--- src/rtl/adc_avg_filter.sv ---
// Windowed averager for SAR ADC codes: emits avg/min/max once per 2^LOG2_AVG samples, plus a stall flag.
// Optional round-half-up of the average is enabled by defining ADC_AVG_ROUND_EN.
//
// state | meaning
// ACCUM | accepting samples into the running window
// EMIT  | one cycle; outputs just loaded, avg_valid high, a concurrent sample still accumulates

module adc_avg_filter #(
    parameter int WIDTH          = 8,
    parameter int LOG2_AVG       = 2,
    parameter int TIMEOUT_CYCLES = 1000000
) (
    input  logic                clk,
    input  logic                reset,
    input  logic [WIDTH-1:0]    adc_code,
    input  logic                adc_ready,
    input  logic                clear,
    output logic [WIDTH-1:0]    avg_code,
    output logic [WIDTH-1:0]    min_code,
    output logic [WIDTH-1:0]    max_code,
    output logic                avg_valid,
    output logic [LOG2_AVG:0]   sample_cnt,
    output logic                stale
);

    localparam int ACC_W  = WIDTH + LOG2_AVG;
    localparam int IDLE_W = $clog2(TIMEOUT_CYCLES + 1);
    localparam logic [LOG2_AVG:0] LAST_CNT = (LOG2_AVG + 1)'((1 << LOG2_AVG) - 1);
    localparam logic [IDLE_W-1:0] IDLE_MAX = IDLE_W'(TIMEOUT_CYCLES);

    typedef enum logic {ACCUM, EMIT} state_t;

    state_t            state, state_nxt;
    logic              load;
    logic              accept;
    logic              close;
    logic [ACC_W-1:0]  acc;
    logic [ACC_W-1:0]  acc_sum;
    logic [ACC_W-1:0]  acc_rnd;
    logic [WIDTH-1:0]  run_min, run_max;
    logic [WIDTH-1:0]  min_next, max_next;
    logic [WIDTH-1:0]  avg_next;
    logic [IDLE_W-1:0] idle_cnt;

    assign accept   = adc_ready & ~clear;
    assign close    = accept && (sample_cnt == LAST_CNT);
    assign acc_sum  = acc + ACC_W'(adc_code);
    assign min_next = (adc_code < run_min) ? adc_code : run_min;
    assign max_next = (adc_code > run_max) ? adc_code : run_max;

`ifdef ADC_AVG_ROUND_EN
    generate
        if (LOG2_AVG == 0) begin : g_rnd_none
            assign acc_rnd = acc_sum;
        end else begin : g_rnd_half
            // Cannot overflow: a full window sums to at most (2^WIDTH-1)*2^LOG2_AVG.
            assign acc_rnd = acc_sum + ACC_W'(1 << (LOG2_AVG - 1));
        end
    endgenerate
`else
    assign acc_rnd = acc_sum;
`endif

    assign avg_next = WIDTH'(acc_rnd >> LOG2_AVG);

    always_ff @(posedge clk) begin
        if (reset) begin
            state <= ACCUM;
        end else begin
            state <= state_nxt;
        end
    end

    // A close in EMIT is only possible with a one-sample window; it must not be dropped.
    always_comb begin
        state_nxt = ACCUM;
        load      = 1'b0;
        if (close) begin
            state_nxt = EMIT;
            load      = 1'b1;
        end
    end

    assign avg_valid = (state == EMIT);

    always_ff @(posedge clk) begin
        if (reset) begin
            acc        <= '0;
            sample_cnt <= '0;
            run_min    <= '1;
            run_max    <= '0;
            avg_code   <= '0;
            min_code   <= '0;
            max_code   <= '0;
        end else begin
            if (load) begin
                avg_code <= avg_next;
                min_code <= min_next;
                max_code <= max_next;
            end
            if (clear || close) begin
                acc        <= '0;
                sample_cnt <= '0;
                run_min    <= '1;
                run_max    <= '0;
            end else if (accept) begin
                acc        <= acc_sum;
                sample_cnt <= sample_cnt + 1'b1;
                run_min    <= min_next;
                run_max    <= max_next;
            end
        end
    end

    always_ff @(posedge clk) begin
        if (reset) begin
            idle_cnt <= '0;
        end else if (adc_ready) begin
            idle_cnt <= '0;
        end else if (idle_cnt != IDLE_MAX) begin
            idle_cnt <= idle_cnt + 1'b1;
        end
    end

    assign stale = (idle_cnt == IDLE_MAX);

endmodule
--- config.mk ---
export PLATFORM = sky130hd
export DESIGN_NAME = adc_avg_filter
export DESIGN_NICKNAME = d
export VERILOG_FILES = /design/src/rtl/adc_avg_filter.sv
export SDC_FILE = /design/constraint.sdc
export NUM_CORES = 1
export LEC_CHECK = 0
export CAP_MARGIN = 20
export CORE_AREA = 2 2 110 112
export CTS_CLUSTER_SIZE = 24
export DETAILED_ROUTE_END_ITERATION = 16
export DIE_AREA = 0 0 112 114
export GPL_ROUTABILITY_DRIVEN = 0
export PLACE_DENSITY = 0.58
export SYNTH_ARGS = -nofsm -noshare
export SYNTH_HDL_FRONTEND = slang
export SYNTH_SLANG_ARGS = --single-unit
--- constraint.sdc ---
create_clock -name clk -period 2.25 [get_ports clk]
set_input_delay 0.5625 -clock clk [delete_from_list [all_inputs] [get_ports clk]]
set_output_delay 0.5625 -clock clk [all_outputs]
set_load 0.01 [all_outputs]
==> impl_metrics.ini <==
[status]
status = finished clean

[global_route]
grt_pass1_wl_mm = 16.8
grt-ovfl-total = 0
grt_pass1_vias = 3516
grt_max_degree = 29
antenna_found_initial = 0
grt.total_usage_pct = 16.5

[drt]
drt_pass1_iterations = 5
num_vias = 3582
drt_iter0_drc = 167
antenna_left = 0
viasPerCell = 5.18
wire_per_inst_um = 15.0
drt-total-wl_mm = 10.4
drc = 0

[sta]
maxSlewHeadroom_pct = 72.3
period_needed_ns = 2.22
fmax_mhz = 450
grt_setup_unrepaired = true
finalClockSkew_ns = 0.00436
slew_violations = 0
worst_slew_pin_slew_ns = 0.415
hold_ws_ns = 0.453
period_share_pct = 98.7
finalHoldViolCount = 0
setup_violations = 0

[synthesis]
ys_seq_area_share_pct = 37.1
ys_ff_latch = 74
syn_area_sq_um = 3990
synth_edf_count = 0
yosysUniqueCellTypes = 56
ys_warn_count = 0
postSynth.asyncResetShare_pct = 0
synth_nets = 488
syn-instance-count = 448
syn_area_per_cell_sq_um = 8.91
yosys_most_used_dff = dfxtp_1

[placement]
hpwlAfterDp_mm = 7.60
port_buffers = 40
placed_area_sq_um = 4970
dp.cells = 676

[layout]
fin_cells = 692
drive_above_1_share_pct = 20.9
fin_nets = 582
multiInputGateArea_sq_um = 2450
seq_area_sq_um = 1480
fillCellCount = 1130
syn2layout_area_growth_pct = 36.6
diodes = 0
finalInstanceArea_sq_um = 5450

[floorplanning]
fp.coreArea_sq_um = 11700
rows = 40
die_h_um = 114
die_x_um = 112
dieArea_sq_um = 12800
ios = 41
initial_core_util_pct = 34.1

[clock_network]
clockBufferDepth = 2
cts_tree = built
htreeDepth = 3
postCtsHoldBufs = 0
cts_num_sinks = 74
path_clk_slew_ns = 0.06
cts-root-buf = clkbuf_16
clk_latency_ns = 0.34
numCtsBuffers = 9

[critical_path]
crit_type = input port to flip-flop
end_kind = flip-flop
crit_path_start_kind = input port
critPathRequiredTime_ns = 2.45
arrival_ns = 2.42
cp_max_fo = 8

[power_and_ir_drop]
p_comb_share_pct = 10.7
vdd_drop_max_mv = 0.388
power_density_nw_per_um2 = 606
pwr-share-seq_pct = 40.4
p_int_w = 0.00256
p_leak_nw = 2.18
p_clk_share_pct = 48.9
swShare_pct = 22.5
p_sw_w = 0.000743

[flow_run]
maxCapViolCount = 0

[min_path]
hold_path.class = flip-flop to flip-flop
kinds of logic (layout without fill, tap and decap cells):
family                   Yosys count  count (layout)  share of synthesized area [%]
buffers and inverters             45             142                           4.92
adder cells (fa/ha/maj)           28              28                           8.96
AO/OA/AOI/OAI                    104             104                           19.7
flip-flops                        74              74                           37.1
XOR/XNOR                          18              18                           3.95
multiplexers                      19              19                           4.76
AND/OR/NAND/NOR                  160             160                           20.6
worst paths after layout:
check | to | depth (start not counted) | start | slack (ns)
setup / recovery | max_code[0]$_SDFFE_PP0P_ | 7 | adc_code[5] | 0.03
hold / removal | avg_code[4]$_SDFFE_PP0P_ | 2 | avg_code[4]$_SDFFE_PP0P_ | 0.45
setup reg to reg | max_code[0]$_SDFFE_PP0P_ | 7 | run_max[5]$_SDFFE_PP0P_ | 0.18
hold reg to reg | avg_code[4]$_SDFFE_PP0P_ | 2 | avg_code[4]$_SDFFE_PP0P_ | 0.45
metal layers:
metal,share of wire [%],global-route usage (%),up-vias
met5,0,0,-
met4,2.2,7.07,0
met3,3.8,4.25,17
met2,47,27.1,73
met1,47,20.6,1696
li1,-,-,1796
layout by cell type (no fill, tap or decap), drive strengths merged, types with 2 or more instances in the layout:
cell type / n
a211o: 2
a211oi: 14
a21o: 8
a21oi: 24
a31oi: 3
a41oi: 8
and2: 2
and3: 5
and4: 5
buf: 65
bufinv: 3
clkbuf: 11
clkdlybuf4s50: 31
dfxtp: 74
dlygate4sd2: 8
ha: 27
inv: 24
mux2i: 19
nand2: 53
nand2b: 3
nand3: 12
nand4: 7
nor2: 31
nor2b: 5
nor3: 9
nor4: 2
nor4b: 2
o211ai: 8
o21a: 4
o21ai: 9
o21bai: 9
o22ai: 8
or2: 9
or3: 11
or3b: 2
xnor2: 9
xor2: 9
state kept, by name, indices dropped and copies added (netlist names):
register	flops
avg_code	8
sample_cnt	3
max_code	8
idle_cnt	20
run_max	8
min_code	8
run_min	8
acc	10
avg_valid	1
Yosys cell counts, drive strengths merged (9+ instances only):
master | number | share of area (%)
o21ai | 9 | 1.1
xnor2 | 9 | 2.0
nor3 | 9 | 1.4
nand2 | 53 | 5.0
inv | 24 | 2.3
a211oi | 14 | 4.1
xor2 | 9 | 2.0
o21bai | 9 | 1.7
or3 | 11 | 1.8
dfxtp | 74 | 37
or2 | 9 | 1.4
ha | 27 | 8.5
a21oi | 24 | 3.5
buf | 13 | 1.9
nor2 | 31 | 2.9
mux2i | 19 | 4.8
nand3 | 12 | 1.5
worst max-delay path, cell delays in order:
cell and delay, ns:
dlygate4sd2_1 0.27, ha_1 0.31, a211o_1 0.32, a21oi_2 0.15, or3b_4 0.48, a41oi_1 0.23
o22ai_1 0.09
what timing repair did:
| item | in CTS | in global routing |
|---|---|---|
| gates resized for setup | 20 | 16 |
| pin swaps | 1 | 6 |
| setup buffers | 1 | 1 |
| setup endpoints to repair | 43 | 31 |
| hold endpoints to repair | 0 | 0 |
power groups by stage:
stage	Sequential, W	Combinational [W]	Clock [W]
5_1_grt	0.00134	0.000388	0.00172
4_1_cts	0.00133	0.000335	0.00165
2_1_floorplan	0.00136	0.000177	0
6_report	0.00133	0.000354	0.00162
3_5_place_dp	0.00136	0.000331	0
3_3_place_gp	0.00136	0.000326	0
through the flow:
step / util (%) / worst slack, ns / power [W] / setup TNS [ns]
2_1_floorplan: - / 0.0182 / 0.00154 / 0
3_3_place_gp: 42.5 / -0.577 / 0.00169 / -22.09
3_5_place_dp: 42.5 / -0.621 / 0.00169 / -23.46
4_1_cts: 45.4 / 0.00284 / 0.00332 / 0
5_1_grt: 46.6 / -0.0227 / 0.00344 / -0.0805
6_report: 46.6 / 0.0290 / 0.00331 / 0
final cells by class:
| cell class | instances | area share [%] |
|---|---|---|
| multi-input combinational | 329 | 45.0 |
| sequential | 74 | 27.2 |
| timing repair buffer | 104 | 16.9 |
| clock buffer | 11 | 4.27 |
| tap | 147 | 3.37 |
| clock inverter | 3 | 1.65 |
| inverter | 24 | 1.65 |
Note: power is estimated with default switching activity, not from simulation.
